`config.mk`:
```
export PLATFORM = sky130hd
export DESIGN_NAME = pmem_arbiter_flat
export DESIGN_NICKNAME = d
export VERILOG_FILES = /design/src/rtl/pmem_arbiter_if.sv /design/src/rtl/pmem_arbiter.sv /design/src/flat_wrapper.sv
export SDC_FILE = /design/constraint.sdc
export NUM_CORES = 1
export LEC_CHECK = 0
export BUFFER_PORTS_ARGS = -buffer_cell sky130_fd_sc_hd__buf_2
export CAP_MARGIN = 20
export CORE_AREA = 5 5 545 547
export CTS_CLUSTER_DIAMETER = 120
export DETAILED_ROUTE_END_ITERATION = 8
export DIE_AREA = 0 0 550 552
export GPL_ROUTABILITY_DRIVEN = 0
export PLACE_DENSITY_LB_ADDON = 0.25
export RECOVER_POWER = 100
export SYNTH_ARGS = -nofsm -noshare
export SYNTH_HDL_FRONTEND = slang
export SYNTH_SLANG_ARGS = --single-unit
```
`constraint.sdc`:
```
create_clock -name clk -period 2 [get_ports clk]
set_input_delay 0.4 -clock clk [delete_from_list [all_inputs] [get_ports clk]]
set_output_delay 0.4 -clock clk [all_outputs]
set_load 0.01 [all_outputs]
```
`src/rtl/pmem_arbiter_if.sv`:
```
// rtl/pmem_arbiter_if.sv - requester and pmem bus bundle for pmem_arbiter
interface pmem_arbiter_if #(
  parameter int ADDR_WIDTH = 32,
  parameter int LINE_WIDTH = 256
);
  logic                  i_read;
  logic [ADDR_WIDTH-1:0] i_address;
  logic [LINE_WIDTH-1:0] i_rdata;
  logic                  i_resp;
  logic                  i_error;

  logic                  d_read;
  logic                  d_write;
  logic [ADDR_WIDTH-1:0] d_address;
  logic [LINE_WIDTH-1:0] d_wdata;
  logic [LINE_WIDTH-1:0] d_rdata;
  logic                  d_resp;
  logic                  d_error;

  logic                  pmem_read;
  logic                  pmem_write;
  logic [ADDR_WIDTH-1:0] pmem_address;
  logic [LINE_WIDTH-1:0] pmem_wdata;
  logic [LINE_WIDTH-1:0] pmem_rdata;
  logic                  pmem_resp;
  logic                  pmem_error;

  modport master (
    input  i_read, i_address, d_read, d_write, d_address, d_wdata,
    input  pmem_rdata, pmem_resp, pmem_error,
    output i_rdata, i_resp, i_error, d_rdata, d_resp, d_error,
    output pmem_read, pmem_write, pmem_address, pmem_wdata
  );

  modport slave (
    output i_read, i_address, d_read, d_write, d_address, d_wdata,
    output pmem_rdata, pmem_resp, pmem_error,
    input  i_rdata, i_resp, i_error, d_rdata, d_resp, d_error,
    input  pmem_read, pmem_write, pmem_address, pmem_wdata
  );
endinterface

```
`src/rtl/pmem_arbiter.sv`:
```
// rtl/pmem_arbiter.sv - round-robin arbiter of I-cache and D-cache misses onto one pmem port
module pmem_arbiter #(
  parameter int ADDR_WIDTH = 32,
  parameter int LINE_WIDTH = 256
) (
  input  logic           clk,
  input  logic           rst_n,
  pmem_arbiter_if.master bus
);
  localparam int OFFSET = $clog2(LINE_WIDTH / 8);
  localparam logic [ADDR_WIDTH-1:0] LINE_MASK = {{(ADDR_WIDTH-OFFSET){1'b1}}, {OFFSET{1'b0}}};

  typedef enum logic [1:0] {IDLE, BUSY, RESP} state_e;

  state_e                state_q, state_d;
  logic                  last_q, last_d;     // 0 = I, 1 = D
  logic                  owner_q, owner_d;
  logic                  wr_q, wr_d;
  logic [ADDR_WIDTH-1:0] addr_q, addr_d;
  logic [LINE_WIDTH-1:0] wdata_q, wdata_d;
  logic [LINE_WIDTH-1:0] i_rdata_q, i_rdata_d;
  logic [LINE_WIDTH-1:0] d_rdata_q, d_rdata_d;
  logic                  i_err_q, i_err_d;
  logic                  d_err_q, d_err_d;

  logic                  i_req, d_req, grant_d;
  logic [ADDR_WIDTH-1:0] sel_addr;

  assign i_req    = bus.i_read;
  assign d_req    = bus.d_read | bus.d_write;
  assign grant_d  = d_req & (~i_req | ~last_q);
  assign sel_addr = grant_d ? bus.d_address : bus.i_address;

  always_ff @(posedge clk or negedge rst_n) begin
    if (!rst_n) begin
      state_q   <= IDLE;
      last_q    <= 1'b0;
      owner_q   <= 1'b0;
      wr_q      <= 1'b0;
      addr_q    <= '0;
      wdata_q   <= '0;
      i_rdata_q <= '0;
      d_rdata_q <= '0;
      i_err_q   <= 1'b0;
      d_err_q   <= 1'b0;
    end else begin
      state_q   <= state_d;
      last_q    <= last_d;
      owner_q   <= owner_d;
      wr_q      <= wr_d;
      addr_q    <= addr_d;
      wdata_q   <= wdata_d;
      i_rdata_q <= i_rdata_d;
      d_rdata_q <= d_rdata_d;
      i_err_q   <= i_err_d;
      d_err_q   <= d_err_d;
    end
  end

  always_comb begin
    state_d   = state_q;
    last_d    = last_q;
    owner_d   = owner_q;
    wr_d      = wr_q;
    addr_d    = addr_q;
    wdata_d   = wdata_q;
    i_rdata_d = i_rdata_q;
    d_rdata_d = d_rdata_q;
    i_err_d   = i_err_q;
    d_err_d   = d_err_q;
    case (state_q)
      IDLE: begin
        if (i_req | d_req) begin
          state_d = BUSY;
          owner_d = grant_d;
          // A simultaneous read and write from the D side is treated as a writeback.
          wr_d    = grant_d & bus.d_write;
          addr_d  = sel_addr & LINE_MASK;
          wdata_d = bus.d_wdata;
          last_d  = grant_d;
        end
      end
      BUSY: begin
        if (bus.pmem_resp) begin
          state_d = RESP;
          if (owner_q) begin
            d_rdata_d = bus.pmem_rdata;
            d_err_d   = bus.pmem_error;
          end else begin
            i_rdata_d = bus.pmem_rdata;
            i_err_d   = bus.pmem_error;
          end
        end
      end
      RESP:    state_d = IDLE;
      default: state_d = IDLE;
    endcase
  end

  // Commands come straight from state so an asynchronous reset drops them at once.
  always_comb begin
    bus.pmem_read    = (state_q == BUSY) & ~wr_q;
    bus.pmem_write   = (state_q == BUSY) & wr_q;
    bus.pmem_address = addr_q;
    bus.pmem_wdata   = wdata_q;
    bus.i_resp       = (state_q == RESP) & ~owner_q;
    bus.d_resp       = (state_q == RESP) & owner_q;
    bus.i_error      = (state_q == RESP) & ~owner_q & i_err_q;
    bus.d_error      = (state_q == RESP) & owner_q & d_err_q;
    bus.i_rdata      = i_rdata_q;
    bus.d_rdata      = d_rdata_q;
  end
endmodule

```
`src/flat_wrapper.sv`:
```
// flat-port wrapper written by rule: the top's interface ports become plain ports
module pmem_arbiter_flat 
#(
  parameter int ADDR_WIDTH = 32,
  parameter int LINE_WIDTH = 256
)
  (clk, rst_n, bus_i_read, bus_i_address, bus_d_read, bus_d_write, bus_d_address, bus_d_wdata, bus_pmem_rdata, bus_pmem_resp, bus_pmem_error, bus_i_rdata, bus_i_resp, bus_i_error, bus_d_rdata, bus_d_resp, bus_d_error, bus_pmem_read, bus_pmem_write, bus_pmem_address, bus_pmem_wdata);
  pmem_arbiter_if #(.ADDR_WIDTH(ADDR_WIDTH), .LINE_WIDTH(LINE_WIDTH)) bus_i ();
  input  logic clk;
  input  logic rst_n;
  input wire logic [$bits(bus_i.i_read)-1:0] bus_i_read;
  input wire logic [$bits(bus_i.i_address)-1:0] bus_i_address;
  input wire logic [$bits(bus_i.d_read)-1:0] bus_d_read;
  input wire logic [$bits(bus_i.d_write)-1:0] bus_d_write;
  input wire logic [$bits(bus_i.d_address)-1:0] bus_d_address;
  input wire logic [$bits(bus_i.d_wdata)-1:0] bus_d_wdata;
  input wire logic [$bits(bus_i.pmem_rdata)-1:0] bus_pmem_rdata;
  input wire logic [$bits(bus_i.pmem_resp)-1:0] bus_pmem_resp;
  input wire logic [$bits(bus_i.pmem_error)-1:0] bus_pmem_error;
  output wire logic [$bits(bus_i.i_rdata)-1:0] bus_i_rdata;
  output wire logic [$bits(bus_i.i_resp)-1:0] bus_i_resp;
  output wire logic [$bits(bus_i.i_error)-1:0] bus_i_error;
  output wire logic [$bits(bus_i.d_rdata)-1:0] bus_d_rdata;
  output wire logic [$bits(bus_i.d_resp)-1:0] bus_d_resp;
  output wire logic [$bits(bus_i.d_error)-1:0] bus_d_error;
  output wire logic [$bits(bus_i.pmem_read)-1:0] bus_pmem_read;
  output wire logic [$bits(bus_i.pmem_write)-1:0] bus_pmem_write;
  output wire logic [$bits(bus_i.pmem_address)-1:0] bus_pmem_address;
  output wire logic [$bits(bus_i.pmem_wdata)-1:0] bus_pmem_wdata;
  assign bus_i.i_read = bus_i_read;
  assign bus_i.i_address = bus_i_address;
  assign bus_i.d_read = bus_d_read;
  assign bus_i.d_write = bus_d_write;
  assign bus_i.d_address = bus_d_address;
  assign bus_i.d_wdata = bus_d_wdata;
  assign bus_i.pmem_rdata = bus_pmem_rdata;
  assign bus_i.pmem_resp = bus_pmem_resp;
  assign bus_i.pmem_error = bus_pmem_error;
  assign bus_i_rdata = bus_i.i_rdata;
  assign bus_i_resp = bus_i.i_resp;
  assign bus_i_error = bus_i.i_error;
  assign bus_d_rdata = bus_i.d_rdata;
  assign bus_d_resp = bus_i.d_resp;
  assign bus_d_error = bus_i.d_error;
  assign bus_pmem_read = bus_i.pmem_read;
  assign bus_pmem_write = bus_i.pmem_write;
  assign bus_pmem_address = bus_i.pmem_address;
  assign bus_pmem_wdata = bus_i.pmem_wdata;
  pmem_arbiter #(.ADDR_WIDTH(ADDR_WIDTH), .LINE_WIDTH(LINE_WIDTH)) u_core (.clk(clk), .rst_n(rst_n), .bus(bus_i));
endmodule
```
-- After elaboration in Yosys (flattened, before gate mapping)
Cells that the tools add are included.
- bits in registers: 801
- input bits: 583
- output and inout bits: 806
- word-level logic and storage cells: 36
- eq/ne operators: 4
- mux-type cells: 4
- bitwise logic cells: 14
- reductions and logical operators: 5
- operators with widths (cell ; number):
    32-bit 2-to-1 mux ; 1
    1-bit AND ; 8
    3-bit AND reduction ; 2
    2-bit 2-to-1 mux ; 2
    2-bit case mux with 2 select lines ; 1
    2-bit AND reduction ; 2
    1-bit inverter ; 3
    1-bit bitwise OR ; 3
    2-bit by 1-bit equality test with 1-bit output (second input constant) ; 1
    2-bit equality test (second input constant) ; 1
    2-bit zero test ; 1
    2-bit by 1-bit != test with 1-bit output (second input constant) ; 1
    2-bit != test (second input constant) ; 1

-- Logic depth before layout (Yosys ltp)
- depth after elaboration: 4
- depth in mapped cells: 5
- gate-level depth less buffers: 3

-- Worst setup path before layout
OpenSTA, ideal clock, no wires.
- path type: reg2reg
- from: register u_core.state_q[1]
- to: register u_core.i_rdata_q[104], in the netlist u_core.bus.i_rdata[104]
- library setup time: 0.127 ns
- data arrival time: 1.616 ns
- data required time: 1.873 ns
- path slack: 0.257 ns
- cell stages (with the launch flop): 6
- buffers on the path: 2
- period minus slack after synthesis: 1.743 ns
- cell sequence: dfrtp_1 nand2b_1 nor3b_4 buf_12 buf_12 mux2_1
- cells in the longest elaborated chain, start to end: 2
- ends and longest elaborated chain (element ; line ; RTL):
    from (decl) ; pmem_arbiter.sv:15 ; state_e state_q, state_d;
    from (signal assigned) ; pmem_arbiter.sv:47 ; state_q <= state_d;
    2-bit by 1-bit equality test with 1-bit output ; pmem_arbiter.sv:71 ; case (state_q)
    3-bit AND reduction (no line) ; - ;
    to (signal assigned) ; pmem_arbiter.sv:53 ; i_rdata_q <= i_rdata_d;
    to (decl) ; pmem_arbiter.sv:21 ; logic [LINE_WIDTH-1:0] i_rdata_q, i_rdata_d;
Every way passes these cells.
A chain may end at the register's enable or synchronous reset.

-- Final worst setup path
- from: register u_core.state_q[0]
- to: output bus_i_error
- cells in the longest elaborated chain, start to end: 3
- ends and longest elaborated chain (element ; line ; RTL):
    2-bit equality test ; pmem_arbiter.sv:108 ; bus.i_error = (state_q == RESP) & ~owner_q & i_err_q;
    1-bit AND (2 in series) ; pmem_arbiter.sv:108 ;
    to (decl) ; flat_wrapper.sv:22 ; output wire logic [$bits(bus_i.i_error)-1:0] bus_i_error;
Every way passes these cells.

==> run summary <==
Core region area: 292000 µm²
Hold Path Class: in -> reg
Initial Util: 10.6%
Fin. max-slew vios: 0
Final instance area: 52800 µm²
Final std cells w/o fill: 7879
Status: finished with violations
Slew HR: 30.8%
Worst path bufs/invs: 2
Max VDD drop: 0.724 mV
Post-Place Cells: 7068
Crit-path cells: buf_4 -> nor3b_4 -> and2_4 -> buf_8
All-Layer GR Usage: 12.5%
Crit path largest cell delay: 0.40 ns
Count of different cell masters after synthesis: 24
Area Overhead vs Synth: 70.0%
Fmax: 449 MHz
Critical path depth: 4
Worst skew pair latency: 0.81 ns
Placement row count: 199
Die area: 304000 µm²
Psw: 34.2 mW
Slowest-stage cell, CP: dfrtp_1
Minimum clock period: 2.23 ns
M1 GR Usage: 14.4%
Nets: 4421
1st-iter DRT viols: 990
Worst setup margin: -0.228 ns
Avg Vias per Cell: 3.09
Yosys reg bits: 801
Mapped Cells: 1739
WL final: 203 mm
Mapped cell area: 31100 µm²
Routed len/inst: 25.8 µm
Largest net degree at the start of global routing: 80
CTS tree: done
Antenna violations before repair: 168
Sequential Power Share: 33.3%
Sinks on the clock net: 801
H-tree depth: 3
RSZ-0062 raised after global routing: true
CP Capture Type: output pin
Hold depth: 3
Worst-case clock buffer depth: 4
Sequential-to-total area share from yosys stat: 64.5%
Critical-path maximum fanout: 3
Met3 Use GR: 7.88%
GR peak layer: met2
Post-DP HPWL: 170 mm
Total CTS buffers: 106
Worst Reg-to-Reg Cells: 8
Layout cells sized above 1: 50.3%
Worst setup path class: reg -> out
First-pass GRT wire length: 256 mm
Leakage: 23.0 nW
Final worst path period share: 111%
Clk_skew: 0.0526 ns
Crit path required time: 1.60 ns
Failing checks: negative setup slack
Layout fillers: 32322
Ports: 1389
P_int: 53.4 mW
CP Launch Type: register
Vias in the first global route: 25971
Antenna viol nets, final: 0
Remaining DRCs: 0
Pwr dens: 1660 nW/µm²
Root Buffer Master: clkbuf_16
Switching part of the total: 39.0%
Hold Vio Cnt, Final: 0
DRT Pass-1 Iters: 4
Tightest Pin Transition: 1.04 ns
PortBufs: 1373
Via Count: 24372
Critical path data arrival time: 1.83 ns
Global Route met2 Usage: 19.6%
Die H: 552 µm
Combinational share of power: 44.1%
CTS clk-pin slew, worst paths: 0.05 ns
Yosys warns: 0
Cell Area, Placed: 43400 µm²
Max-cap viol count: 0
Chip Width: 550 µm
Clock power share: 22.6%
Gr ovfl total: 0
Fin util: 18.1%
Syn_area_per_cell: 17.9 µm²
Worst path top cell family by delay: flip-flops
Hold WS: 0.132 ns
Final setup vio count: 411
==> worst register-to-register path, cell delays in order, from the launching register on <==
cell and delay [ns]:
dfrtp_1 0.38, buf_4 0.16, nand2b_4 0.08, nor3b_4 0.21
buf_4 0.14, buf_6 0.23, buf_8 0.30, buf_4 0.26
mux2_4 0.30
==> final timing paths <==
check,startpoint,to,slack (ns)
min reg2reg,u_core.bus.i_rdata[124]$_DFFE_PN0P_,u_core.bus.i_rdata[124]$_DFFE_PN0P_,0.49
min in group asynchronous,rst_n,u_core.bus.pmem_wdata[236]$_DFFE_PN0P_,0.46
max reg2reg,u_core.state_q[0]$_DFFE_PN0P_,u_core.bus.i_rdata[207]$_DFFE_PN0P_,-0.16
min,bus_d_address[9],u_core.bus.pmem_address[9]$_DFFE_PN0P_,0.13
max in group asynchronous,rst_n,u_core.bus.pmem_wdata[209]$_DFFE_PN0P_,0.08
max,u_core.state_q[0]$_DFFE_PN0P_,bus_i_error,-0.23
==> final cells by class <==
| type | count | area [µm²] | share of cell area [%] |
|---|---|---|---|
| sequential | 801 | 20000 | 38.0 |
| timing repair buffer | 2082 | 13800 | 26.1 |
| multi-input combinational | 847 | 10400 | 19.7 |
| tap | 3919 | 4900 | 9.29 |
| clock buffer | 148 | 3060 | 5.80 |
| clock inverter | 42 | 524 | 0.993 |
| antenna | 40 | 100 | 0.190 |
==> cell families (layout without fill, tap and decap cells) <==
kind of cell           count (synthesis)  in the layout  share of synthesized area, %
AO/OA/AOI/OAI                          5              5                         0.185
buffers and inverters                 95           2272                          2.93
flip-flops                           801            801                          64.5
multiplexers                         824            824                          32.0
other                                  1             45                        0.0121
AND/OR/NAND/NOR                       13             13                         0.294
==> synthesized netlist by cell type (all sizes together) <==
cell	count	area share, %
o2bb2ai	1	0.048
nor3	1	0.016
and2b	1	0.024
dfrtp	801	65
clkbuf	1	0.012
o21ai	1	0.016
and3b	1	0.028
a22o	1	0.028
nand3	1	0.016
nor3b	2	0.085
buf	94	2.9
conb	1	0.012
and2	4	0.081
nand2b	1	0.020
mux2	824	32
a21o	1	0.024
nor2	2	0.024
o31ai	1	0.068
==> registers in the layout (all words and copies together) (netlist names) <==
signal / count
u_core.wr_q: 1
u_core.bus.pmem_wdata: 256
u_core.last_q: 1
u_core.d_err_q: 1
u_core.state_q: 2
u_core.i_err_q: 1
u_core.bus.i_rdata: 256
u_core.bus.d_rdata: 256
u_core.bus.pmem_address: 27
==> layout by cell type, fill, tap and decap left out, types with 2 or more instances in the layout <==
| master | synthesis | routed |
|---|---|---|
| bufinv_16 | 0 | 10 |
| conb_1 | 1 | 5 |
| clkbuf_16 | 0 | 117 |
| buf_4 | 7 | 65 |
| clkinv_2 | 0 | 19 |
| mux2_4 | 180 | 237 |
| clkinvlp_4 | 0 | 4 |
| clkbuf_4 | 0 | 10 |
| clkinv_4 | 0 | 2 |
| clkbuf_2 | 0 | 18 |
| buf_8 | 0 | 7 |
| dfrtp_1 | 801 | 800 |
| buf_6 | 14 | 30 |
| mux2_1 | 50 | 49 |
| buf_2 | 51 | 838 |
| inv_6 | 0 | 3 |
| buf_12 | 22 | 27 |
| buf_16 | 0 | 9 |
| dlygate4sd3_1 | 0 | 552 |
| diode_2 | 0 | 40 |
| and2_4 | 0 | 3 |
| clkbuf_8 | 0 | 23 |
| clkinv_8 | 0 | 2 |
| clkbuf_1 | 1 | 534 |
| mux2_2 | 594 | 538 |
| nor3b_4 | 1 | 2 |
| inv_8 | 0 | 2 |
==> layer usage <==
| metal | wire length [µm] | vias up |
|---|---|---|
| li1 | - | 10455 |
| met5 | 679 | - |
| met4 | 4490 | 106 |
| met3 | 30200 | 329 |
| met2 | 89400 | 1255 |
| met1 | 78400 | 12227 |
==> metrics by stage <==
| step | power, mW | setup slack (ns) | TNS [ns] |
|---|---|---|---|
| detailed placement | 68.0 | -0.0517 | -2.76 |
| finish | 87.6 | -0.228 | -26.51 |
| global placement | 67.6 | -0.0295 | -1.27 |
| CTS | 89.9 | -0.337 | -1.61 |
| global route | 92.8 | -0.329 | -70.06 |
| floorplan | 46.4 | 0.257 | 0 |
==> timing repair <==
item / in CTS / in global routing
endpoints found under the hold margin: 1079 / 0
setup endpoints to repair: 12 / 93
resized for setup: 29 / 107
cloned: 0 / 10
pin swaps: 3 / 2
hold buffers: 552 / 0
setup buffers: 4 / 16
==> power groups by stage <==
stage / Combinational, mW / Clock (mW) / Sequential (mW)
5_1_grt: 41.5 / 21.1 / 30.3
3_3_place_gp: 38.7 / 0 / 28.9
2_1_floorplan: 13.7 / 0 / 32.7
6_report: 38.6 / 19.8 / 29.2
4_1_cts: 40.2 / 20.6 / 29.0
3_5_place_dp: 38.8 / 0 / 29.2
(Power assumes the default switching activity.)
